[src/rtl/bus_simple_pkg.sv]
// Shared types for the simple 32-bit bus decoder: FSM states, error read data
// and the latched request bundle.
package bus_simple_pkg;

  typedef enum logic [1:0] {
    ST_IDLE = 2'd0,
    ST_FWD  = 2'd1,
    ST_ERR  = 2'd2
  } bus_dec_state_e;

  localparam logic [31:0] BUS_ERR_RDATA = 32'hDEAD_BEEF;

  typedef struct packed {
    logic        write;
    logic [31:0] addr;
    logic [31:0] wdata;
    logic [3:0]  wstrb;
  } bus_req_t;

endpackage

[src/rtl/bus_simple_decoder.sv]
// Slave-side address decoder / response router for the simple 32-bit bus.
// Optional slave-response timeout is built when BUS_TIMEOUT_EN is defined.
//
// state   | meaning
// --------+---------------------------------------------------
// ST_IDLE | accepting a new request from the master
// ST_FWD  | slave request issued, waiting for that slave's reply
// ST_ERR  | error response (unmapped or timed out) pending
module bus_simple_decoder
  import bus_simple_pkg::*;
#(
  parameter int unsigned NUM_SLAVES  = 4,
  parameter int unsigned SEL_LSB     = 16,
  parameter int unsigned SEL_W       = 4,
  parameter int unsigned TIMEOUT_CYC = 255
) (
  input  logic                     clk,
  input  logic                     rst,
  input  logic                     m_valid,
  input  logic                     m_write,
  input  logic [31:0]              m_addr,
  input  logic [31:0]              m_wdata,
  input  logic [3:0]               m_wstrb,
  output logic                     m_ready,
  output logic                     m_rvalid,
  output logic [31:0]              m_rdata,
  output logic [NUM_SLAVES-1:0]    s_valid,
  output logic                     s_write,
  output logic [31:0]              s_addr,
  output logic [31:0]              s_wdata,
  output logic [3:0]               s_wstrb,
  input  logic [NUM_SLAVES-1:0]    s_ready,
  input  logic [NUM_SLAVES-1:0]    s_rvalid,
  input  logic [NUM_SLAVES*32-1:0] s_rdata,
  output logic                     err_pulse
);

  if (NUM_SLAVES < 1 || NUM_SLAVES > 16 || TIMEOUT_CYC < 2 || TIMEOUT_CYC > 65536)
  begin : g_param_check
    $error("bus_simple_decoder: parameter out of range");
  end

  bus_dec_state_e        state;
  bus_req_t              req;
  logic [SEL_W-1:0]      sel;
  logic [NUM_SLAVES-1:0] sel_mask;

  logic [SEL_W-1:0]      addr_sel;
  logic                  addr_mapped;
  logic [NUM_SLAVES-1:0] addr_mask;
  logic                  resp_hit;
  logic [31:0]           slave_rdata;
  logic                  timeout_hit;

  assign addr_sel    = m_addr[SEL_LSB +: SEL_W];
  assign addr_mapped = 32'(addr_sel) < NUM_SLAVES;
  assign addr_mask   = NUM_SLAVES'(1) << addr_sel;

  // Only the latched slave's response of the matching type counts.
  assign resp_hit    = req.write ? |(s_ready & sel_mask) : |(s_rvalid & sel_mask);
  assign slave_rdata = s_rdata[32'(sel)*32 +: 32];

  assign s_write = req.write;
  assign s_addr  = req.addr;
  assign s_wdata = req.wdata;
  assign s_wstrb = req.wstrb;

`ifdef BUS_TIMEOUT_EN
  localparam int unsigned CNT_W = (TIMEOUT_CYC > 256) ? 16 : 8;
  logic [CNT_W-1:0] to_cnt;

  always_ff @(posedge clk) begin
    if (rst) begin
      to_cnt <= '0;
    end else if (state == ST_IDLE && m_valid && addr_mapped) begin
      to_cnt <= '0;
    end else if (state == ST_FWD) begin
      to_cnt <= to_cnt + CNT_W'(1);
    end
  end

  assign timeout_hit = (to_cnt == CNT_W'(TIMEOUT_CYC - 1));
`else
  assign timeout_hit = 1'b0;
`endif

  always_ff @(posedge clk) begin
    if (rst) begin
      state     <= ST_IDLE;
      req       <= '0;
      sel       <= '0;
      sel_mask  <= '0;
      s_valid   <= '0;
      m_ready   <= 1'b0;
      m_rvalid  <= 1'b0;
      m_rdata   <= '0;
      err_pulse <= 1'b0;
    end else begin
      s_valid   <= '0;
      m_ready   <= 1'b0;
      m_rvalid  <= 1'b0;
      err_pulse <= 1'b0;
      case (state)
        ST_IDLE: begin
          if (m_valid) begin
            req      <= '{write: m_write, addr: m_addr, wdata: m_wdata, wstrb: m_wstrb};
            sel      <= addr_sel;
            sel_mask <= addr_mask;
            if (addr_mapped) begin
              s_valid <= addr_mask;
              state   <= ST_FWD;
            end else begin
              state   <= ST_ERR;
            end
          end
        end
        ST_FWD: begin
          // A response landing on the expiry cycle still wins over the timeout.
          if (resp_hit) begin
            if (req.write) begin
              m_ready  <= 1'b1;
            end else begin
              m_rvalid <= 1'b1;
              m_rdata  <= slave_rdata;
            end
            state <= ST_IDLE;
          end else if (timeout_hit) begin
            state <= ST_ERR;
          end
        end
        ST_ERR: begin
          if (req.write) begin
            m_ready  <= 1'b1;
          end else begin
            m_rvalid <= 1'b1;
            m_rdata  <= BUS_ERR_RDATA;
          end
          err_pulse <= 1'b1;
          state     <= ST_IDLE;
        end
        default: state <= ST_IDLE;
      endcase
    end
  end

endmodule

[config.mk]
export PLATFORM = sky130hd
export DESIGN_NAME = bus_simple_decoder
export DESIGN_NICKNAME = d
export VERILOG_FILES = /design/src/rtl/bus_simple_pkg.sv /design/src/rtl/bus_simple_decoder.sv
export SDC_FILE = /design/constraint.sdc
export NUM_CORES = 1
export LEC_CHECK = 0
export ABC_CLOCK_PERIOD_IN_PS = 4400
export BUFFER_PORTS_ARGS = -buffer_cell sky130_fd_sc_hd__buf_2
export CORE_AREA = 2 2 121 123
export CTS_CLUSTER_DIAMETER = 200
export DETAILED_ROUTE_END_ITERATION = 6
export DIE_AREA = 0 0 123 125
export MAX_ROUTING_LAYER = met4
export PLACE_DENSITY = 0.74
export SLEW_MARGIN = 20
export SYNTH_ARGS = -nofsm -noshare
export SYNTH_HDL_FRONTEND = slang
export SYNTH_SLANG_ARGS = --single-unit
[constraint.sdc]
create_clock -name clk -period 4.4 [get_ports clk]
set_input_delay 1.32 -clock clk [delete_from_list [all_inputs] [get_ports clk]]
set_output_delay 1.32 -clock clk [all_outputs]
set_load 0.01 [all_outputs]
==> results of run 1 <==
per-layer routing:
metal | wire [microns] | vias up
met5 | 0 | -
met1 | 6686 | 2393
met4 | 442 | 0
met3 | 1173 | 35
li1 | - | 2509
met2 | 7883 | 231
sequential cells by signal, indices dropped and copies added, names as in the netlist:
register	cells
err_pulse	1
m_rdata	32
m_ready	1
m_rvalid	1
s_addr	32
s_valid	4
s_wdata	32
s_write	1
s_wstrb	4
sel_mask	4
state	2
layout by cell type, fill, tap and decap left out, types with 2 or more instances in the layout:
cell	netlist	final
a211oi_1	13	13
a211oi_2	11	11
a21oi_1	81	81
a22oi_1	4	4
a32oi_1	2	2
buf_2	10	314
buf_4	2	9
bufinv_16	0	3
clkbuf_16	0	17
clkinv_2	0	5
clkinvlp_4	0	2
dfxtp_1	114	113
diode_2	0	3
ha_1	3	3
inv_1	3	3
mux4_2	32	32
nand2_1	153	152
nand2b_1	3	3
nand3_1	10	10
nor2_1	30	29
nor3_1	19	18
nor3_2	10	11
o32ai_1	2	2
kinds of logic (layout without fill, tap and decap cells):
group / Yosys count / in the layout
and+or+nand+nor: 231 / 231
AOI/OAI and AO/OA: 117 / 117
DFF: 114 / 114
buffers and inverters: 51 / 357
muxes: 32 / 32
adders and majority gates: 3 / 3
other: 0 / 3
Yosys cell counts (10+ instances only):
| master | count |
|---|---|
| a211oi_1 | 13 |
| nor3_2 | 10 |
| buf_2 | 10 |
| mux4_2 | 32 |
| dfxtp_1 | 114 |
| nand2_1 | 153 |
| clkbuf_1 | 29 |
| a211oi_2 | 11 |
| nor3_1 | 19 |
| nor2_1 | 30 |
| a21oi_1 | 81 |
| nand3_1 | 10 |
worst max path at each step:
stage                 end  slack (ps)        start  cells after the start
2_1_floorplan  m_rdata[5]        2010  s_rvalid[2]                      5
3_3_place_gp   m_rdata[0]        1480  s_rvalid[0]                      5
3_5_place_dp   m_rdata[6]        1440  s_rvalid[0]                      5
4_1_cts        s_addr[17]        1690   s_addr[17]                      2
5_1_grt        s_addr[17]        1660   s_addr[17]                      2
6_report       s_addr[17]        1740   s_addr[17]                      2
tightest hold or removal path, stage by stage, from the launching register on:
cell	delay (ps)
dfxtp_1	300
nand2_1	50
a21oi_1	50
area by class of cell:
cell class	count	area, sq um	area share, %
Antenna cell	3	7.507	0.1028
Clock buffer	19	442.9	6.068
Clock inverter	11	138.9	1.903
Inverter	3	11.26	0.1543
Multi-Input combinational cell	383	2526	34.61
Sequential cell	114	2283	31.28
Tap cell	184	230.2	3.154
Timing Repair Buffer	324	1659	22.73
stage by stage:
step / setup WS (ps) / total power, mW
3_3_place_gp: 1477 / 1.727
3_5_place_dp: 1435 / 1.737
6_report: 1739 / 3.070
5_1_grt: 1662 / 3.210
4_1_cts: 1690 / 3.103
2_1_floorplan: 2011 / 1.501
power by group:
part	leakage (nW)	internal [mW]	total, mW	switching, mW
logic	2.13	0.249	0.559	0.309
registers	0.935	1.11	1.15	0.0401
clock network	0.284	0.892	1.36	0.466
==> flow_summary_export.csv, run 1 <==
group,metric,value,unit
critical_path,critical_path.top_delay_family,"buffers and inverters",
routing,first_pass_iters,4,
timing,worst_pin_slew,787.3,ps
timing,rsz0062_at_grt,"false",
global_route,antenna_found_initial,3,
synth,synth_fa_ha_area_share,0.7466,%
critical_path,startpoint_type,"flip-flop",
synth,synth_area,5027,sq um
synth,yosys_register_bits,114,
timing,drv_slew,0,
run_status,status,"finished, final reports clean",
critical_path,r2r_slack,2350,ps
synth,yosys.area_share.simple,19.81,%
synth,yosysUniqueCellTypes,31,
timing,setup_viol,0,
layout,post-route-util,51.39,%
synth,synthMuxAreaShare,14.34,%
clocking,clockRootBuffer,"clkbuf_16",
global_route,grt_pass1_wl,24.75,mm
synth,synth.avg_cell_area,9.174,sq um
critical_path,r2r-start,"s_addr[16]",
synth,synth_top_family_by_area,"simple AND/OR/NAND/NOR gates",
worst_hold_path,hold_start,"s_wdata[0]",
placement,place_inst,1008,
global_route,grt_pass1_vias,4908,
critical_path,cp_cell_sequence,"buf_4 -> buf_2",
global_route,overflow,0,
placement,routabilityCongestion,0.8356,
clocking,cts_tree,"done",
global_route,track_usage,21.46,%
timing,min_period_over_period,60.48,%
synth,syn_nets,759,
synth,synth_top_area_cell,"dfxtp_1",
routing,viasPerCell,4.964,
synth,synthTopCellsByArea,"dfxtp_1, mux4_2, nand2_1",
worst_hold_path,holdPathStages,2,
clocking,path_clk_slew,50,ps
routing,drc,0,
floorplanning,start_util,35.39,%
routing,drt_wl_total,16.19,mm
clocking,post-cts-setup-buffers,0,
routing,vias,5168,
clocking,ctsHoldBuffers,0,
floorplanning,ios,316,
routing,drt_iter0_drc,254,
layout,syn2layout_area_growth,45.20,%
timing,period_needed,2661,ps
critical_path,critPathRequiredTime,3080,ps
timing,hold_ws,449.0,ps
timing,hold_violations,0,
placement,dpl.hpwl,11.76,mm
global_route,grt.busiest_layer,"met2",
clocking,cts-resized-gates,0,
floorplanning,core,14200,sq um
timing,timing.slew.headroom,47.52,%
floorplanning,dieArea,15380,sq um
run,drv_cap,0,
clocking,clock_path_buffers,2,
clocking,clock_latency,410,ps
synth,seq_area_frac_synth,45.40,%
layout,stdcell_count,1041,
layout,fillCellCount,1370,
critical_path,rr_endpoint,"m_rdata[16]",
floorplanning,dieHeight,125,microns
global_route,grt_use_met1,24.81,%
placement,port_buffers,315,
critical_path,slowest_stage,"buf_4",
power,p_per_area,420.6,nW/um^2
timing,skew,8.540,ps
synth,synth.top_cell.area_share,45.40,%
synth,syn_inst,548,
global_route,gr-usage-met2,34.58,%
power,ir_drop,0.2198,mV
critical_path,slowest_delay,400,ps
global_route,grt_max_degree,58,
timing,clock.fmax,0.3758,GHz
synth,synth_compound_area_share,14.91,%
critical_path,critical_path_class,"flip-flop to primary output",
synth,yosysWarnings,0,
layout,nets,1054,
global_route,use_met3,5.703,%
synth,synth_edf_count,0,
critical_path,path_buf_inv,2,
clocking,clock_sinks,114,
synth,synth_xor_area_share,0,%
clocking,cts_buffers,17,
floorplanning,die_x,123,microns
critical_path,endpoint_kind,"primary output",
layout,finalInstanceArea,7300,sq um
layout,final_layout_size_suffix_gt1_share,48.48,%
critical_path,r2r.worst_path.cells,4,
floorplanning,core.rowCount,44,
clocking,cts_max_level,4,
routing,ant_nets,0,
power,leakage,3.346,nW
worst_hold_path,hold_class,"flip-flop to flip-flop",
synth,synthArstFlopShare,0,%
placement,placed_area,6705,sq um
critical_path,worstPathMaxFanout,34,
routing,wire_per_inst,15.55,microns
worst_hold_path,hold_end,"s_wdata[0]",
timing,fin_setup_tns,0,ps
synth,synth_ff_type,"dfxtp_1",
critical_path,cp.arrival,1340,ps
Note: power is estimated with default switching activity, not from simulation.
==> inputs of run 2 (changes only) <==
--- a/config.mk
+++ b/config.mk
@@ -5,14 +5,14 @@
 export SDC_FILE = /design/constraint.sdc
 export NUM_CORES = 1
 export LEC_CHECK = 0
-export ABC_CLOCK_PERIOD_IN_PS = 4400
+export ABC_CLOCK_PERIOD_IN_PS = 2700
 export BUFFER_PORTS_ARGS = -buffer_cell sky130_fd_sc_hd__buf_2
-export CORE_AREA = 2 2 121 123
+export CORE_AREA = 2 2 122 124
 export CTS_CLUSTER_DIAMETER = 200
 export DETAILED_ROUTE_END_ITERATION = 6
-export DIE_AREA = 0 0 123 125
+export DIE_AREA = 0 0 124 126
 export MAX_ROUTING_LAYER = met4
-export PLACE_DENSITY = 0.74
+export PLACE_DENSITY = 0.73
 export SLEW_MARGIN = 20
 export SYNTH_ARGS = -nofsm -noshare
 export SYNTH_HDL_FRONTEND = slang
==> constraint.sdc (replaced) <==
create_clock -name clk -period 2.7 [get_ports clk]
set_input_delay 0.81 -clock clk [delete_from_list [all_inputs] [get_ports clk]]
set_output_delay 0.81 -clock clk [all_outputs]
set_load 0.01 [all_outputs]
==> run 2 against run 1 <==
First-iteration DRC count fell by 9.1%; count of clock-buffer cells in the layout rose by 2; worst setup slack got worse by 1100 ps; wire length rose by 1.1%; non-clock buffer count rose by 5.
==> flow_summary_export.csv, run 2 (synthesis gave the netlist of run 1 again) <==
group,metric,value,unit
timing,clock.fmax,0.4892,GHz
layout,syn2layout_area_growth,47.51,%
timing,min_period_over_period,75.71,%
timing,worst_pin_slew,450.4,ps
global_route,grt_max_degree,72,
timing,drv_slew,0,
placement,place_inst,1013,
clocking,cts-resized-gates,0,
layout,stdcell_count,1047,
timing,timing.slew.headroom,69.97,%
run_status,status,"finished, final reports clean",
critical_path,cp_cell_sequence,"buf_12 -> buf_2",
layout,fillCellCount,1376,
floorplanning,core.rowCount,44,
placement,port_buffers,315,
critical_path,path_buf_inv,2,
floorplanning,die_x,124,microns
timing,finalWorstSetupSlack,655.9,ps
power,leakage,3.405,nW
floorplanning,ios,316,
placement,placed_area,6780,sq um
layout,layout_common_cells,"buf_2, nand2_1, dfxtp_1",
run,drv_cap,0,
critical_path,critPathRequiredTime,1890,ps
worst_hold_path,hold_start,"s_wdata[16]",
critical_path,critical_path_class,"flip-flop to primary output",
timing,setup_viol,0,
routing,first_pass_iters,4,
clocking,cts_buffers,17,
clocking,clock_sinks,114,
layout,regArea,2283,sq um
clocking,clock_latency,420,ps
clocking,post-cts-setup-buffers,0,
global_route,grt_pass1_vias,5192,
power,ir_drop,0.4618,mV
routing,drt_iter0_drc,231,
clocking,cts_max_level,4,
worst_hold_path,hold_class,"flip-flop to flip-flop",
routing,viasPerCell,4.947,
layout,final_layout_size_suffix_gt1_share,48.90,%
timing,hold_ws,450.3,ps
timing,hold_violations,0,
global_route,antenna_found_initial,2,
critical_path,critical_path.top_delay_family,"buffers and inverters",
floorplanning,start_util,35.12,%
timing,rsz0062_at_grt,"false",
clocking,clockRootBuffer,"clkbuf_16",
clocking,ctsHoldBuffers,0,
layout,multi_input_area,2521,sq um
critical_path,worstPathMaxFanout,33,
critical_path,startpoint,"s_addr[16]",
placement,routabilityCongestion,0.8567,
critical_path,startpoint_type,"flip-flop",
global_route,overflow,0,
critical_path,cp.arrival,1230,ps
critical_path,slowest_delay,350,ps
placement,dpl.hpwl,11.91,mm
timing,fin_setup_tns,0,ps
placement,pre_cts_slack,538.8,ps
routing,drc,0,
power,p_per_area,697.7,nW/um^2
global_route,grt_pass1_wl,25.26,mm
critical_path,endpoint_kind,"primary output",
global_route,track_usage,21.58,%
routing,drt_wl_total,16.37,mm
critical_path,slowest_stage,"dfxtp_2",
layout,post-route-util,51.81,%
power,power,5.174,mW
layout,finalInstanceArea,7416,sq um
timing,period_needed,2044,ps
floorplanning,dieHeight,126,microns
layout,final_common_cell,"buf_2",
routing,wire_per_inst,15.63,microns
layout,nets,1059,
routing,vias,5180,
clocking,path_clk_slew,60,ps
critical_path,r2r-start,"state[1]",
floorplanning,core,14310,sq um
clocking,clock_path_buffers,2,
clocking,cts_tree,"done",
floorplanning,dieArea,15620,sq um
timing,skew,9.021,ps
routing,ant_nets,0,
[run 2: layout make-up]
| cell class | instances | area share [%] |
|---|---|---|
| antenna | 2 | 0.06749 |
| clock buffer | 21 | 6.479 |
| clock inverter | 11 | 2.025 |
| inverter | 3 | 0.1518 |
| multi-input combinational | 383 | 34.00 |
| sequential | 114 | 30.79 |
| tap | 184 | 3.104 |
| timing repair buffer | 329 | 23.38 |
[run 2: layer usage]
metal	up-vias	wire (microns)	track usage [%]
met5	-	0	-
met4	0	427	9.451
met3	37	1398	5.933
met2	226	8063	35.84
met1	2392	6478	24.06
li1	2525	-	-
[run 2: final timing paths]
kind	to	slack, ps	cells after the start
worst max-delay path	s_addr[16]	660	2
worst min-delay path	s_wdata[16]	450	2
worst max register to register	m_rdata[27]	800	7
worst min register to register	s_wdata[16]	450	2
[run 2: power breakdown]
group | switching [mW] | leakage (nW) | internal (mW) | total (mW)
logic | 0.511 | 2.16 | 0.426 | 0.938
registers | 0.0676 | 0.935 | 1.81 | 1.88
clock network | 0.803 | 0.306 | 1.55 | 2.36
total | 1.38 | 3.40 | 3.79 | 5.17
[run 2: worst register-to-register path: stages (launching register included)]
cell	delay [ps]
dfxtp_1	310
inv_1	90
ha_1	320
nor2_1	140
a311o_2	400
buf_12	180
a211oi_1	270
nor3_1	80
==> inputs of run 3 (changes only) <==
--- a/config.mk
+++ b/config.mk
@@ -5,14 +5,16 @@
 export SDC_FILE = /design/constraint.sdc
 export NUM_CORES = 1
 export LEC_CHECK = 0
-export ABC_CLOCK_PERIOD_IN_PS = 2700
+export ABC_AREA = 1
+export ABC_CLOCK_PERIOD_IN_PS = 1700
 export BUFFER_PORTS_ARGS = -buffer_cell sky130_fd_sc_hd__buf_2
-export CORE_AREA = 2 2 122 124
+export CORE_ASPECT_RATIO = 0.6
+export CORE_MARGIN = 2
+export CORE_UTILIZATION = 40
 export CTS_CLUSTER_DIAMETER = 200
 export DETAILED_ROUTE_END_ITERATION = 6
-export DIE_AREA = 0 0 124 126
 export MAX_ROUTING_LAYER = met4
-export PLACE_DENSITY = 0.73
+export PLACE_DENSITY = 0.83
 export SLEW_MARGIN = 20
 export SYNTH_ARGS = -nofsm -noshare
 export SYNTH_HDL_FRONTEND = slang
==> constraint.sdc (replaced) <==
create_clock -name clk -period 1.7 [get_ports clk]
set_input_delay 0.51 -clock clk [delete_from_list [all_inputs] [get_ports clk]]
set_output_delay 0.51 -clock clk [all_outputs]
set_load 0.01 [all_outputs]
==> run 3 against run 2 <==
Worst setup slack lost 590 ps; total power grew 64%; via count grew 22%; combinational power grew 100%; final cell count grew 25%; wire length grew 4.7%; die area shrank 8.6%; clock power grew 49%; cell area grew 5.3%; largest cell class unchanged; worst hold slack lost 93 ps; area after synthesis grew 5.9%.
==> flow_summary_export.csv, run 3 <==
group,metric,value,unit
routing,drt_wl_total,17.13,mm
timing,clock.fmax,0.6107,GHz
layout,finalInstanceArea,7806,sq um
synth,synth_area,5325,sq um
floorplanning,dieArea,14280,sq um
clocking,path_clk_slew,60,ps
critical_path,cp.arrival,1130,ps
critical_path,r2r-start,"state[1]",
synth,synthTopCellsByArea,"dfxtp_1, nor2_1, o21ai_0",
floorplanning,ios,316,
timing,rsz0062_at_grt,"false",
power,p_per_area,1084,nW/um^2
timing,fin_setup_tns,0,ps
routing,viasPerCell,4.835,
timing,skew,8.691,ps
run,drv_cap,0,
synth,synth_common_cells,"nor2_1, o21ai_0, dfxtp_1",
timing,period_needed,1637,ps
layout,nets,1334,
critical_path,critPathRequiredTime,1190,ps
synth,synth.avg_cell_area,6.518,sq um
timing,setup_viol,0,
layout,syn2layout_area_growth,46.59,%
floorplanning,die_x,153.0,microns
synth,synth_edf_count,0,
critical_path,worstPathMaxFanout,33,
synth,synth_ff_type,"dfxtp_1",
floorplanning,dieHeight,93.38,microns
critical_path,slowest_stage,"dfxtp_4",
synth,syn_nets,1028,
critical_path,critical_path.top_delay_family,"flip-flops",
synth,synth.top_cell.area_share,42.86,%
layout,layout_common_cells,"buf_2, nor2_1, o21ai_0",
critical_path,r2r_slack,150,ps
timing,timing.slew.headroom,77.77,%
synth,yosysWarnings,0,
critical_path,slowest_delay,380,ps
worst_hold_path,hold_start,"m_wdata[31]",
floorplanning,core,12930,sq um
clocking,clock_path_buffers,2,
global_route,track_usage,24.39,%
power,leakage,4.077,nW
global_route,grt_pass1_vias,5770,
placement,dpl.hpwl,12.68,mm
clocking,clock_latency,400,ps
critical_path,r2r.worst_path.cells,9,
worst_hold_path,holdPathStages,3,
critical_path,cp_cell_sequence,"buf_12 -> buf_2",
layout,final_layout_size_suffix_gt1_share,34.77,%
synth,synth.most_common_cell,"nor2_1",
placement,placed_area,7123,sq um
global_route,grt_pass1_wl,27.59,mm
synth,seq_area_frac_synth,42.86,%
synth,yosys_register_bits,114,
routing,drc,0,
routing,ant_nets,0,
critical_path,path_buf_inv,2,
critical_path,endpoint_kind,"primary output",
critical_path,critical_path_class,"flip-flop to primary output",
worst_hold_path,hold_end,"s_wdata[31]",
layout,final_common_cell,"buf_2",
routing,vias,6314,
clocking,cts_max_level,4,
synth,synth_top_area_cell,"dfxtp_1",
critical_path,rr_endpoint,"m_rdata[19]",
synth,syn_inst,817,
timing,min_period_over_period,96.32,%
routing,first_pass_iters,5,
layout,n_antenna_cell,0,
timing,drv_slew,0,
timing,hold_violations,0,
routing,wire_per_inst,13.12,microns
clocking,cts_buffers,17,
floorplanning,core.rowCount,32,
clocking,cts_tree,"done",
synth,synthArstFlopShare,0,%
synth,yosysUniqueCellTypes,22,
floorplanning,start_util,41.18,%
critical_path,startpoint_type,"flip-flop",
timing,worst_pin_slew,332.7,ps
global_route,antenna_found_initial,0,
worst_hold_path,hold_class,"primary input to flip-flop",
placement,port_buffers,315,
clocking,clockRootBuffer,"clkbuf_16",
routing,drt_iter0_drc,341,
clocking,clock_sinks,114,
power,ir_drop,0.6130,mV
global_route,grt_max_degree,47,
placement,routabilityCongestion,0.8690,
run_status,status,"finished, final reports clean",
global_route,overflow,0,
run 3: changes by cell type in the layout (fill, tap and decap cells not counted), sizes merged, moves of 4 or more:
cell,previous run,this run
mux4,32,0
inv,5,38
nand2,153,122
a21oi,81,26
o21ai,0,144
clkinv,4,8
a211oi,24,1
nor2,30,281
buf,329,342
nor3,29,1
a22oi,4,0
o22ai,1,24
run 3: routing by layer:
metal,share of wire [%],track usage [%],vias up,wire length (microns)
met1,46,31.36,2817,7914
li1,-,-,3227,-
met4,1.5,7.948,0,259
met2,45,37.82,247,7674
met5,0,-,-,0
met3,7.5,6.395,23,1282
run 3: through the flow:
stage               hold WS (ps)  setup slack [ps]  util, %  total power [mW]  std cells
CTS                        341.8             18.59    59.96             8.521       1303
finish                     357.2             62.59    60.36             8.461       1306
global route               346.7             1.533    60.36             8.950       1306
floorplan                  449.7             200.4        -             4.183        817
detailed placement         467.1             72.49    55.08             4.950       1270
global placement           457.4             101.6    55.08             4.915       1270
run 3: worst max-delay path by stage:
stage                     cells past startpoint   startpoint          end  slack, ps
after global placement                       10  s_rvalid[1]  m_rdata[21]        100
after floorplan                               9  s_rvalid[1]  m_rdata[14]        200
final                                         2   s_addr[16]   s_addr[16]         60
after CTS                                     2   s_addr[17]   s_addr[17]         20
after detailed placement                     10  s_rvalid[0]   m_rdata[0]         70
after global routing                          2   s_addr[17]   s_addr[17]          2
run 3: area by class of cell:
cell class                 instances  area (sq um)
clock inverter                    14         155.1
fill                            1212          5126
sequential                       114          2286
multi-input combinational        610          2659
timing repair buffer             343          1912
clock buffer                      18         439.2
inverter                          37         142.6
tap                              170         212.7
run 3: tightest hold or removal path, stage by stage:
cell and delay (ps):
buf_2 70, o21ai_0 70, nor2_1 70
run 3: cells by family (layout without fill, tap and decap cells):
| logic type | count (synthesis) | count (layout) | synth area share [%] |
|---|---|---|---|
| buf+inv | 93 | 412 | 7.354 |
| compound gates | 196 | 196 | 19.31 |
| fa+ha+maj | 3 | 3 | 0.7050 |
| flops | 114 | 114 | 42.86 |
| simple gates | 411 | 411 | 29.77 |
run 3: where the power goes:
group          internal [mW]  switching [mW]  leakage, nW  total (mW)
Clock                   2.21            1.30        0.287        3.51
Combinational          0.813            1.07         2.85        1.88
Sequential              2.92           0.137        0.941        3.06
run 3: what timing repair did:
| action | 4_1_cts | 5_1_grt |
|---|---|---|
| gates cloned | 1 | 0 |
| buffers inserted | 0 | 3 |
| hold buffers | 0 | 0 |
| endpoints found under the setup margin | 2 | 23 |
| resized for setup | 1 | 5 |
| pin swaps | 0 | 0 |
